[config.mk]
export PLATFORM = sky130hd
export DESIGN_NAME = time_set_ctrl
export DESIGN_NICKNAME = d
export VERILOG_FILES = /design/src/rtl/time_set_ctrl.sv
export SDC_FILE = /design/constraint.sdc
export NUM_CORES = 1
export LEC_CHECK = 0
export ABC_AREA = 1
export ABC_CLOCK_PERIOD_IN_PS = 3400
export CAP_MARGIN = 10
export CORE_AREA = 8 8 83 85
export CTS_CLUSTER_SIZE = 10
export DETAILED_ROUTE_END_ITERATION = 6
export DIE_AREA = 0 0 91 93
export PLACE_DENSITY = 0.8
export SYNTH_ARGS = -nofsm -noshare
export SYNTH_HDL_FRONTEND = slang
export SYNTH_SLANG_ARGS = --single-unit
[constraint.sdc]
create_clock -name tset_clk -period 3.4 [get_ports tset_clk]
set_clock_uncertainty 0.15 [all_clocks]
set_input_delay 0.68 -clock tset_clk [delete_from_list [all_inputs] [get_ports tset_clk]]
set_output_delay 0.68 -clock tset_clk [all_outputs]
set_load 0.01 [all_outputs]
[src/rtl/time_set_ctrl.sv]
// ============================================================================
// time_set_ctrl -- front-panel time-setting controller.
//
// Lets the user edit a BCD HH:MM time one digit at a time and then writes the
// result back to the time counters one digit per cycle.
//
//   IDLE   : display follows the live time; only tset_en is honoured.
//   EDIT   : edit buffer captured from tset_cur_time; up/down change the
//            selected digit, left/right move the selection, tset_en cancels,
//            tset_confirm commits. tset_hold freezes the counters.
//   COMMIT : four cycles of one-hot load strobes, MIN_0 first, HR_1 last.
//
// Optional feature (macro TSET_TIMEOUT_EN): an edit that sees TIMEOUT
// tset_tick strobes without a button press is cancelled as if tset_en had
// been pressed. With the macro undefined tset_tick is ignored.
//
// Ports
//   tset_clk       in   clock, rising edge
//   tset_rst       in   asynchronous active-high reset
//   tset_en        in   pulse: enter edit / cancel edit
//   tset_up/down   in   pulse: increment / decrement selected digit
//   tset_left/right in  pulse: move selection toward HR_1 / toward MIN_0
//   tset_confirm   in   pulse: commit edit buffer
//   tset_tick      in   1 Hz strobe, timeout timebase
//   tset_cur_time  in   [15:0] live BCD time {HR_1,HR_0,MIN_1,MIN_0}
//   tset_hold      out  counters frozen (EDIT or COMMIT)
//   tset_sel       out  [3:0] one-hot selected digit, 0 outside EDIT
//   tset_disp      out  [15:0] edit buffer, or live time in IDLE
//   tset_load      out  [3:0] one-hot per-digit load strobe
//   tset_load_num  out  [3:0] BCD value for the strobed digit
// ============================================================================
module time_set_ctrl #(
    parameter int TIMEOUT = 30
) (
    input  logic        tset_clk,
    input  logic        tset_rst,
    input  logic        tset_en,
    input  logic        tset_up,
    input  logic        tset_down,
    input  logic        tset_left,
    input  logic        tset_right,
    input  logic        tset_confirm,
    input  logic        tset_tick,
    input  logic [15:0] tset_cur_time,
    output logic        tset_hold,
    output logic [3:0]  tset_sel,
    output logic [15:0] tset_disp,
    output logic [3:0]  tset_load,
    output logic [3:0]  tset_load_num
);

    typedef enum logic [1:0] {
        IDLE   = 2'd0,
        EDIT   = 2'd1,
        COMMIT = 2'd2
    } state_t;

    state_t      state_q, state_d;
    logic [15:0] buf_q, buf_d;
    logic [3:0]  sel_q, sel_d;
    logic [1:0]  cnt_q, cnt_d;       // commit digit index, 0 = MIN_0
    logic        timeout_hit;

    // Largest legal value of digit idx; HR_0 depends on the tens of hours.
    function automatic logic [3:0] digit_max(input logic [1:0] idx,
                                             input logic [3:0] hr1);
        case (idx)
            2'd3:    digit_max = 4'd2;
            2'd2:    digit_max = (hr1 == 4'd2) ? 4'd3 : 4'd9;
            2'd1:    digit_max = 4'd5;
            default: digit_max = 4'd9;
        endcase
    endfunction

    // Digit index of the one-hot selection.
    logic [1:0] sel_idx;
    always_comb begin
        sel_idx = 2'd0;
        case (sel_q)
            4'b1000: sel_idx = 2'd3;
            4'b0100: sel_idx = 2'd2;
            4'b0010: sel_idx = 2'd1;
            default: sel_idx = 2'd0;
        endcase
    end

`ifdef TSET_TIMEOUT_EN
    localparam int TW = (TIMEOUT < 2) ? 1 : $clog2(TIMEOUT + 1);
    logic [TW-1:0] to_q, to_d;

    // The tick that would bring the count to TIMEOUT ends the edit.
    assign timeout_hit = tset_tick && (to_q == TW'(TIMEOUT - 1));

    always_ff @(posedge tset_clk or posedge tset_rst) begin
        if (tset_rst) to_q <= '0;
        else          to_q <= to_d;
    end
`else
    logic unused_tick;
    assign unused_tick = tset_tick ^ (TIMEOUT == 0);
    assign timeout_hit = 1'b0;
`endif

    // ------------------------------------------------------------------------
    // State register
    // ------------------------------------------------------------------------
    always_ff @(posedge tset_clk or posedge tset_rst) begin
        if (tset_rst) begin
            state_q <= IDLE;
            buf_q   <= 16'h0000;
            sel_q   <= 4'b0000;
            cnt_q   <= 2'd0;
        end else begin
            state_q <= state_d;
            buf_q   <= buf_d;
            sel_q   <= sel_d;
            cnt_q   <= cnt_d;
        end
    end

    // ------------------------------------------------------------------------
    // Next state
    // ------------------------------------------------------------------------
    logic [3:0] cur_dig, new_dig, dmax;

    always_comb begin
        state_d = state_q;
        buf_d   = buf_q;
        sel_d   = sel_q;
        cnt_d   = cnt_q;
        cur_dig = buf_q[{sel_idx, 2'b00} +: 4];
        dmax    = digit_max(sel_idx, buf_q[15:12]);
        new_dig = cur_dig;
`ifdef TSET_TIMEOUT_EN
        to_d    = to_q;
`endif

        case (state_q)
            IDLE: begin
                if (tset_en) begin
                    state_d = EDIT;
                    buf_d   = tset_cur_time;
                    sel_d   = 4'b1000;
`ifdef TSET_TIMEOUT_EN
                    to_d    = '0;
`endif
                end
            end

            EDIT: begin
                if (tset_confirm) begin
                    state_d = COMMIT;
                    cnt_d   = 2'd0;
                    sel_d   = 4'b0000;
                end else if (tset_en || timeout_hit) begin
                    state_d = IDLE;
                    sel_d   = 4'b0000;
                end else begin
`ifdef TSET_TIMEOUT_EN
                    if (tset_up || tset_down || tset_left || tset_right)
                        to_d = '0;
                    else if (tset_tick)
                        to_d = to_q + TW'(1);
`endif
                    // Up and down together cancel out; an out-of-range
                    // digit is pulled back into range by either direction.
                    if (tset_up && !tset_down)
                        new_dig = (cur_dig >= dmax) ? 4'd0 : cur_dig + 4'd1;
                    else if (tset_down && !tset_up)
                        new_dig = (cur_dig == 4'd0 || cur_dig > dmax)
                                  ? dmax : cur_dig - 4'd1;
                    buf_d[{sel_idx, 2'b00} +: 4] = new_dig;

                    // 2x hours cannot exceed 23.
                    if (buf_d[15:12] == 4'd2 && buf_d[11:8] > 4'd3)
                        buf_d[11:8] = 4'd3;

                    if (tset_left && !tset_right)
                        sel_d = {sel_q[2:0], sel_q[3]};
                    else if (tset_right && !tset_left)
                        sel_d = {sel_q[0], sel_q[3:1]};
                end
            end

            COMMIT: begin
                cnt_d = cnt_q + 2'd1;
                if (cnt_q == 2'd3)
                    state_d = IDLE;
            end

            default: begin
                state_d = IDLE;
                sel_d   = 4'b0000;
            end
        endcase
    end

    // ------------------------------------------------------------------------
    // Outputs: all decoded from registered state, so reset clears them
    // without waiting for a clock.
    // ------------------------------------------------------------------------
    always_comb begin
        tset_hold     = (state_q != IDLE);
        tset_sel      = (state_q == EDIT) ? sel_q : 4'b0000;
        tset_disp     = (state_q == IDLE) ? tset_cur_time : buf_q;
        tset_load     = 4'b0000;
        tset_load_num = 4'd0;
        if (state_q == COMMIT) begin
            tset_load     = 4'b0001 << cnt_q;
            tset_load_num = buf_q[{cnt_q, 2'b00} +: 4];
        end
    end

endmodule

==> results of run 1 <==
## flip-flops by register name, indices dropped and copies added (netlist names)
signal	flops
buf_q	16
cnt_q	2
sel_q	4
state_q	2
## cells by family (layout without fill, tap and decap cells)
| family | Yosys count | in the layout |
|---|---|---|
| buffers and inverters | 71 | 167 |
| AND/OR/NAND/NOR | 209 | 209 |
| AO/OA/AOI/OAI | 88 | 88 |
| flip-flops | 24 | 24 |
| adder cells (fa/ha/maj) | 18 | 18 |
## worst paths after layout
check                                end  slack, ps  cells past startpoint
worst max-delay path            buf_q[9]        -20                     24
min in group asynchronous       buf_q[3]        770                      2
worst min register to register  buf_q[9]        340                      2
worst max register to register  buf_q[9]        -20                     24
max in group asynchronous       sel_q[2]       1690                      2
worst min-delay path            buf_q[9]        340                      2
## cells in the mapped netlist (all sizes together)
library cell,instances,area (um^2)
nand3,25,143
o2111ai,3,26.3
nand2,114,453
clkinv,3,11.3
or2,1,6.26
a221oi,2,17.5
ha,18,225
buf,1,11.3
o21bai,2,15.0
and2,1,6.26
a21oi,30,161
o22ai,4,25.0
nand4,22,144
inv,58,218
a31oi,5,31.3
o211ai,2,15.0
o21ai,36,184
dfrtp,24,601
o221ai,1,8.76
nor3,3,15.0
clkbuf,9,33.8
nor2,43,176
a22oi,3,22.5
## area by class of cell
type	count	share of cell area
multi-input combinational	315	0.496
timing repair buffer	103	0.244
sequential	24	0.161
inverter	61	0.0623
tap	75	0.0251
clock buffer	3	0.0111
## layout by cell type (no fill, tap or decap), types with 5 or more instances in the layout
cell type,synthesis,layout
a21oi_1,27,26
buf_4,0,49
clkdlybuf4s50_1,0,52
dfrtp_1,24,23
ha_1,18,14
inv_1,53,46
inv_2,5,11
nand2_1,106,83
nand2_2,7,26
nand2_4,1,5
nand3_1,23,20
nand4_1,21,21
nor2_1,41,39
o21ai_0,35,34
## repair_timing
action	CTS	global route
hold buffers	0	0
setup buffers	1	9
resized for setup	15	38
endpoints found under the setup margin	7	14
pin swaps	7	29
## per-stage QoR
step	setup WS (ps)	hold slack (ps)	cells	TNS, ps
after global routing	-288	393	581	-1580
after global placement	-51.3	312	569	-128
after floorplan	0.897	299	410	0
final	-20.8	339	581	-51.6
after detailed placement	-78.7	315	569	-257
after CTS	0.401	337	573	0
## worst max-delay path, stage by stage, from the launching register on
cell      delay (ps)
dfrtp_1          430
inv_2             80
nand2_2           80
nand2_2           70
nor2_4           200
ha_4             180
nand2_2           50
a21oi_2          180
inv_2             60
ha_4             210
inv_2             50
nor2_2            40
o21ai_2          140
nand2_2          100
a31oi_4          220
buf_4            140
nand3_1          100
nand2_1          120
nand4_1          120
o21bai_1         240
nor2_2            90
nand2_4          100
nand2_2           60
nand2_1           50
nand2_1           40
## routing by layer
layer / share of wire / global-route usage
met3: 0.081 / 0.0497
met1: 0.41 / 0.244
met2: 0.48 / 0.350
met5: 0 / 0
met4: 0.034 / 0.0600
==> results by group, run 1 <==
Timing
  • Final worst slack: -20.8 ps
  • Fmax: 292 MHz
  • Final hold violations: 0
  • Final period utilization: 1.01
  • Worst Max-Slew Pin Slew: 961 ps
  • Pins Over Slew Limit: 0
  • Min cycle time layout: 3420 ps
  • Finish-stage setup viols: 4
  • Max transition margin: 0.358
  • RSZ-0062 raised after global routing: true

Final layout
  • Area delta synth->final: 46.4%
  • Share of cells above drive strength 1: 0.241
  • # diodes: 0
  • Final instance area: 0.00373 mm^2
  • Final core occ: 0.658
  • # fillers: 494
  • Area of the multi-input gates: 0.00185 mm^2
  • Flip-flop and latch area: 602 um^2
  • Nets: 551

Floorplanning
  • CORE AREA: 0.00568 mm^2
  • Core Rows: 28
  • Die Ht: 93 um
  • Initial Util: 0.449
  • Die span in x: 91 um
  • Die ar.: 0.00846 mm^2
  • I/O pin count: 54

Flow run
  • Max-cap violations: 0

Status
  • Failing checks: negative setup slack
  • Status: complete, but fails checks

Clock tree
  • Clk_lat worst skew: 270 ps
  • Cts bufs inserted: 3
  • H-tree depth: 1
  • TritonCTS clock tree: done
  • Clk buf depth: 2
  • Clk slew on worst S/H paths: 90 ps
  • Num Clock Sinks: 24
  • Clock root cell: clkbuf_8

Placement
  • IO buf count: 52
  • HPWL Detailed: 6.67 mm
  • Routability congestion estimate: 0.969
  • Placed cell area: 0.00345 mm^2

Drt
  • Antenna Nets Post-Route: 0
  • Via density: 5.62
  • DR vias: 3267
  • Initial drt markers: 306
  • Total routed wirelength: 9.00 mm
  • DRC: 0
  • Wire per inst: 15.5 um
  • Pre-antenna DRT Iters: 5

Yosys
  • Yosys reg bits: 24
  • Post-Syn Area: 0.00255 mm^2
  • Largest family of logic cells by synthesized area: simple AND/OR/NAND/NOR gates
  • Sequential share of the synthesized area: 0.236
  • Post-Synth XOR/XNOR Area: 0
  • Cells after synthesis: 410
  • Post-synthesis adder-cell area fraction: 0.0883
  • Compound-Gate Fraction of Synth Area: 0.199
  • Synth Warn #: 0
  • Syn_nets: 453
  • Yosys cell types: 32
  • Mux contribution to synthesized area: 0
  • Post-Synth Simple-Gate Area: 0.370
  • Synth Area per Inst: 6.22 um^2

Setup path
  • Critical path required time: 3410 ps
  • Arr. time, crit path: 3440 ps
  • Critical R2R Launch: sel_q[3]
  • CP Capture Type: flop
  • Worst Setup SP: sel_q[3]
  • Crit start category: flop
  • Critical path peak fanout: 4
  • Kind of critical path: flop to flop

GRT
  • Largest net degree at the start of global routing: 25
  • Initial antenna violation count: 0
  • Gr usage total: 0.203
  • Grt ovf: 0
  • Vias in the first global route: 3159
  • First-pass GRT wire length: 14.4 mm

Worst hold path
  • Hold Crit Class: flop to flop
  • Hold_sp: buf_q[9]
Power of run 1 is left out: the tool's default activity adds up to more than one toggle a clock period on the data nets, which glitch-free logic cannot reach.
==> run 2: changes to the inputs <==
--- a/config.mk
+++ b/config.mk
@@ -13,6 +13,8 @@
 export DETAILED_ROUTE_END_ITERATION = 6
 export DIE_AREA = 0 0 91 93
 export PLACE_DENSITY = 0.8
+export SETUP_SLACK_MARGIN = 0.2
+export SKIP_LAST_GASP = 1
 export SYNTH_ARGS = -nofsm -noshare
 export SYNTH_HDL_FRONTEND = slang
 export SYNTH_SLANG_ARGS = --single-unit
==> run 2 against run 1 <==
The run still ends with negative setup slack left. Via count grew 3.4%. Non-clock buffer count grew 11. Die area stayed put. Core utilization grew 3.0 points. Setup slack got worse by 93 ps. Register-to-register slack worse by 90 ps. Count of clock-buffer cells in the layout is the same. Sequential cell count unchanged. Routed wire length grew 4.3%. Critical path type unchanged. Largest cell class unchanged.
==> results by group, run 2 (synthesized netlist as in run 1, its figures left out) <==
Status
  • Status: complete, but fails checks
  • Failing checks: negative setup slack

Clock tree
  • Clk_lat worst skew: 280 ps
  • Clk buf depth: 2
  • Clk slew on worst S/H paths: 100 ps
  • Clock root cell: clkbuf_8
  • Cts bufs inserted: 3
  • Cts hold-fix bufs: 0
  • Num Clock Sinks: 24
  • TritonCTS clock tree: done
  • H-tree depth: 1

Timing
  • Fmax: 285 MHz
  • Max transition margin: 0.337
  • Setup TNS: -669 ps
  • Fin Hold WS: 336 ps
  • RSZ-0062 raised after global routing: true
  • Final worst slack: -114 ps
  • Finish-stage setup viols: 8
  • Pins Over Slew Limit: 0
  • Final hold violations: 0
  • Final period utilization: 1.03
  • Worst Max-Slew Pin Slew: 993 ps
  • Min cycle time layout: 3510 ps

GRT
  • Grt ovf: 0
  • Largest net degree at the start of global routing: 25
  • Gr usage total: 0.207
  • First-pass GRT wire length: 14.6 mm
  • Initial antenna violation count: 0
  • Vias in the first global route: 3136

Drt
  • Via density: 5.70
  • DRC: 0
  • Antenna Nets Post-Route: 0
  • Top routing layer in use: met4
  • Total routed wirelength: 9.39 mm
  • Initial drt markers: 391
  • DR vias: 3378
  • Wire per inst: 15.8 um
  • Pre-antenna DRT Iters: 7
  • DRT met1 WL: 3.68 mm
  • Routed met3 length: 893 um
  • Wire length on met2: 4.57 mm

Floorplanning
  • Die span in x: 91 um
  • CORE AREA: 0.00568 mm^2
  • Initial Util: 0.449
  • I/O pin count: 54
  • Core Rows: 28
  • Die ar.: 0.00846 mm^2
  • Die Ht: 93 um

Setup path
  • Crit start category: flop
  • CP Capture Type: flop
  • Critical path required time: 3420 ps
  • Kind of critical path: flop to flop
  • Critical path peak fanout: 6
  • R2R depth: 26
  • Arr. time, crit path: 3530 ps

Final layout
  • Area delta synth->final: 53.0%
  • Largest registers: buf_q: 16 flops, sel_q: 4 flops
  • # diodes: 0
  • Top reg by flops: buf_q
  • Share of cells above drive strength 1: 0.247
  • Max reg flops: 16
  • Most common cell after layout, fill and taps aside: nand2_1
  • Nets: 562
  • Commonest non-fill, non-tap cells in the layout: nand2_1 (94), clkdlybuf4s50_1 (52), buf_4 (50), inv_1 (48), nor2_1 (39)

Flow run
  • Max-cap violations: 0

Worst hold path
  • Hold Crit Class: flop to flop
  • WHS Path Cells: 2

Placement
  • IO buf count: 52
  • HPWL Detailed: 6.94 mm
  • Routability congestion estimate: 0.921
  • Dpl ws: -83.9 ps
## run 2: changes by cell type in the layout (fill, tap and decap cells not counted), moves of 2 or more
cell / before / now
nand2_1: 83 / 94
nand2_2: 26 / 15
buf_6: 2 / 12
inv_1: 46 / 48
a21oi_1: 26 / 24
inv_2: 11 / 8
## run 2: area by class of cell
| type | instances | area, um^2 |
|---|---|---|
| tap | 75 | 93.8 |
| inverter | 61 | 239 |
| multi-input combinational | 315 | 1860 |
| sequential | 24 | 603 |
| clock buffer | 3 | 41.3 |
| timing repair buffer | 114 | 1030 |
| fill | 501 | 1770 |
| clock inverter | 1 | 30.0 |
## run 2: worst max-delay path, stage by stage, from the launching register on
cell      delay [ps]
dfrtp_2          460
nand2_2          100
nand2_2           70
nor2_4           220
buf_6            140
buf_4            130
nand3_1           90
nand2_2           90
inv_2             40
ha_1             280
nand2_1           60
inv_1             40
o21ai_1           90
nand2_2          110
nand2_4          110
nand2_4           80
buf_6            120
nand3_2           60
nand2_1           80
o21bai_1         200
nand2_2          100
nand4_1          100
nand2_1           80
buf_4            140
buf_6            100
nor2_2            70
o22ai_1           80
## run 2: worst paths after layout
| check | start | end | slack, ps |
|---|---|---|---|
| max | sel_q[2] | buf_q[13] | -110 |
| min | buf_q[9] | buf_q[9] | 340 |
| max reg2reg | sel_q[2] | buf_q[13] | -110 |
| min reg2reg | buf_q[9] | buf_q[9] | 340 |
| max in group asynchronous | tset_rst | cnt_q[0] | 1650 |
| min in group asynchronous | tset_rst | buf_q[5] | 780 |
## run 2: per-stage QoR
step                      std cells   util  cell area, um^2
final                           593  0.688             3900
after detailed placement        565  0.609             3460
after floorplan                 410      -             2610
after global placement          565  0.609             3460
after CTS                       587  0.663             3760
after global routing            593  0.688             3900
## run 2: timing repair
action | CTS | global route
resized for setup | 24 | 25
endpoints found under the hold margin | 0 | 0
pin swaps | 22 | 32
endpoints found under the setup margin | 12 | 19
setup buffers | 18 | 6
## run 2: layer usage
| metal | vias to the layer above | GRT usage |
|---|---|---|
| met5 | - | 0 |
| met4 | 0 | 0.0614 |
| met3 | 34 | 0.0304 |
| met2 | 222 | 0.368 |
| met1 | 1538 | 0.254 |
| li1 | 1584 | - |
Power of run 2 is left out for the same reason.
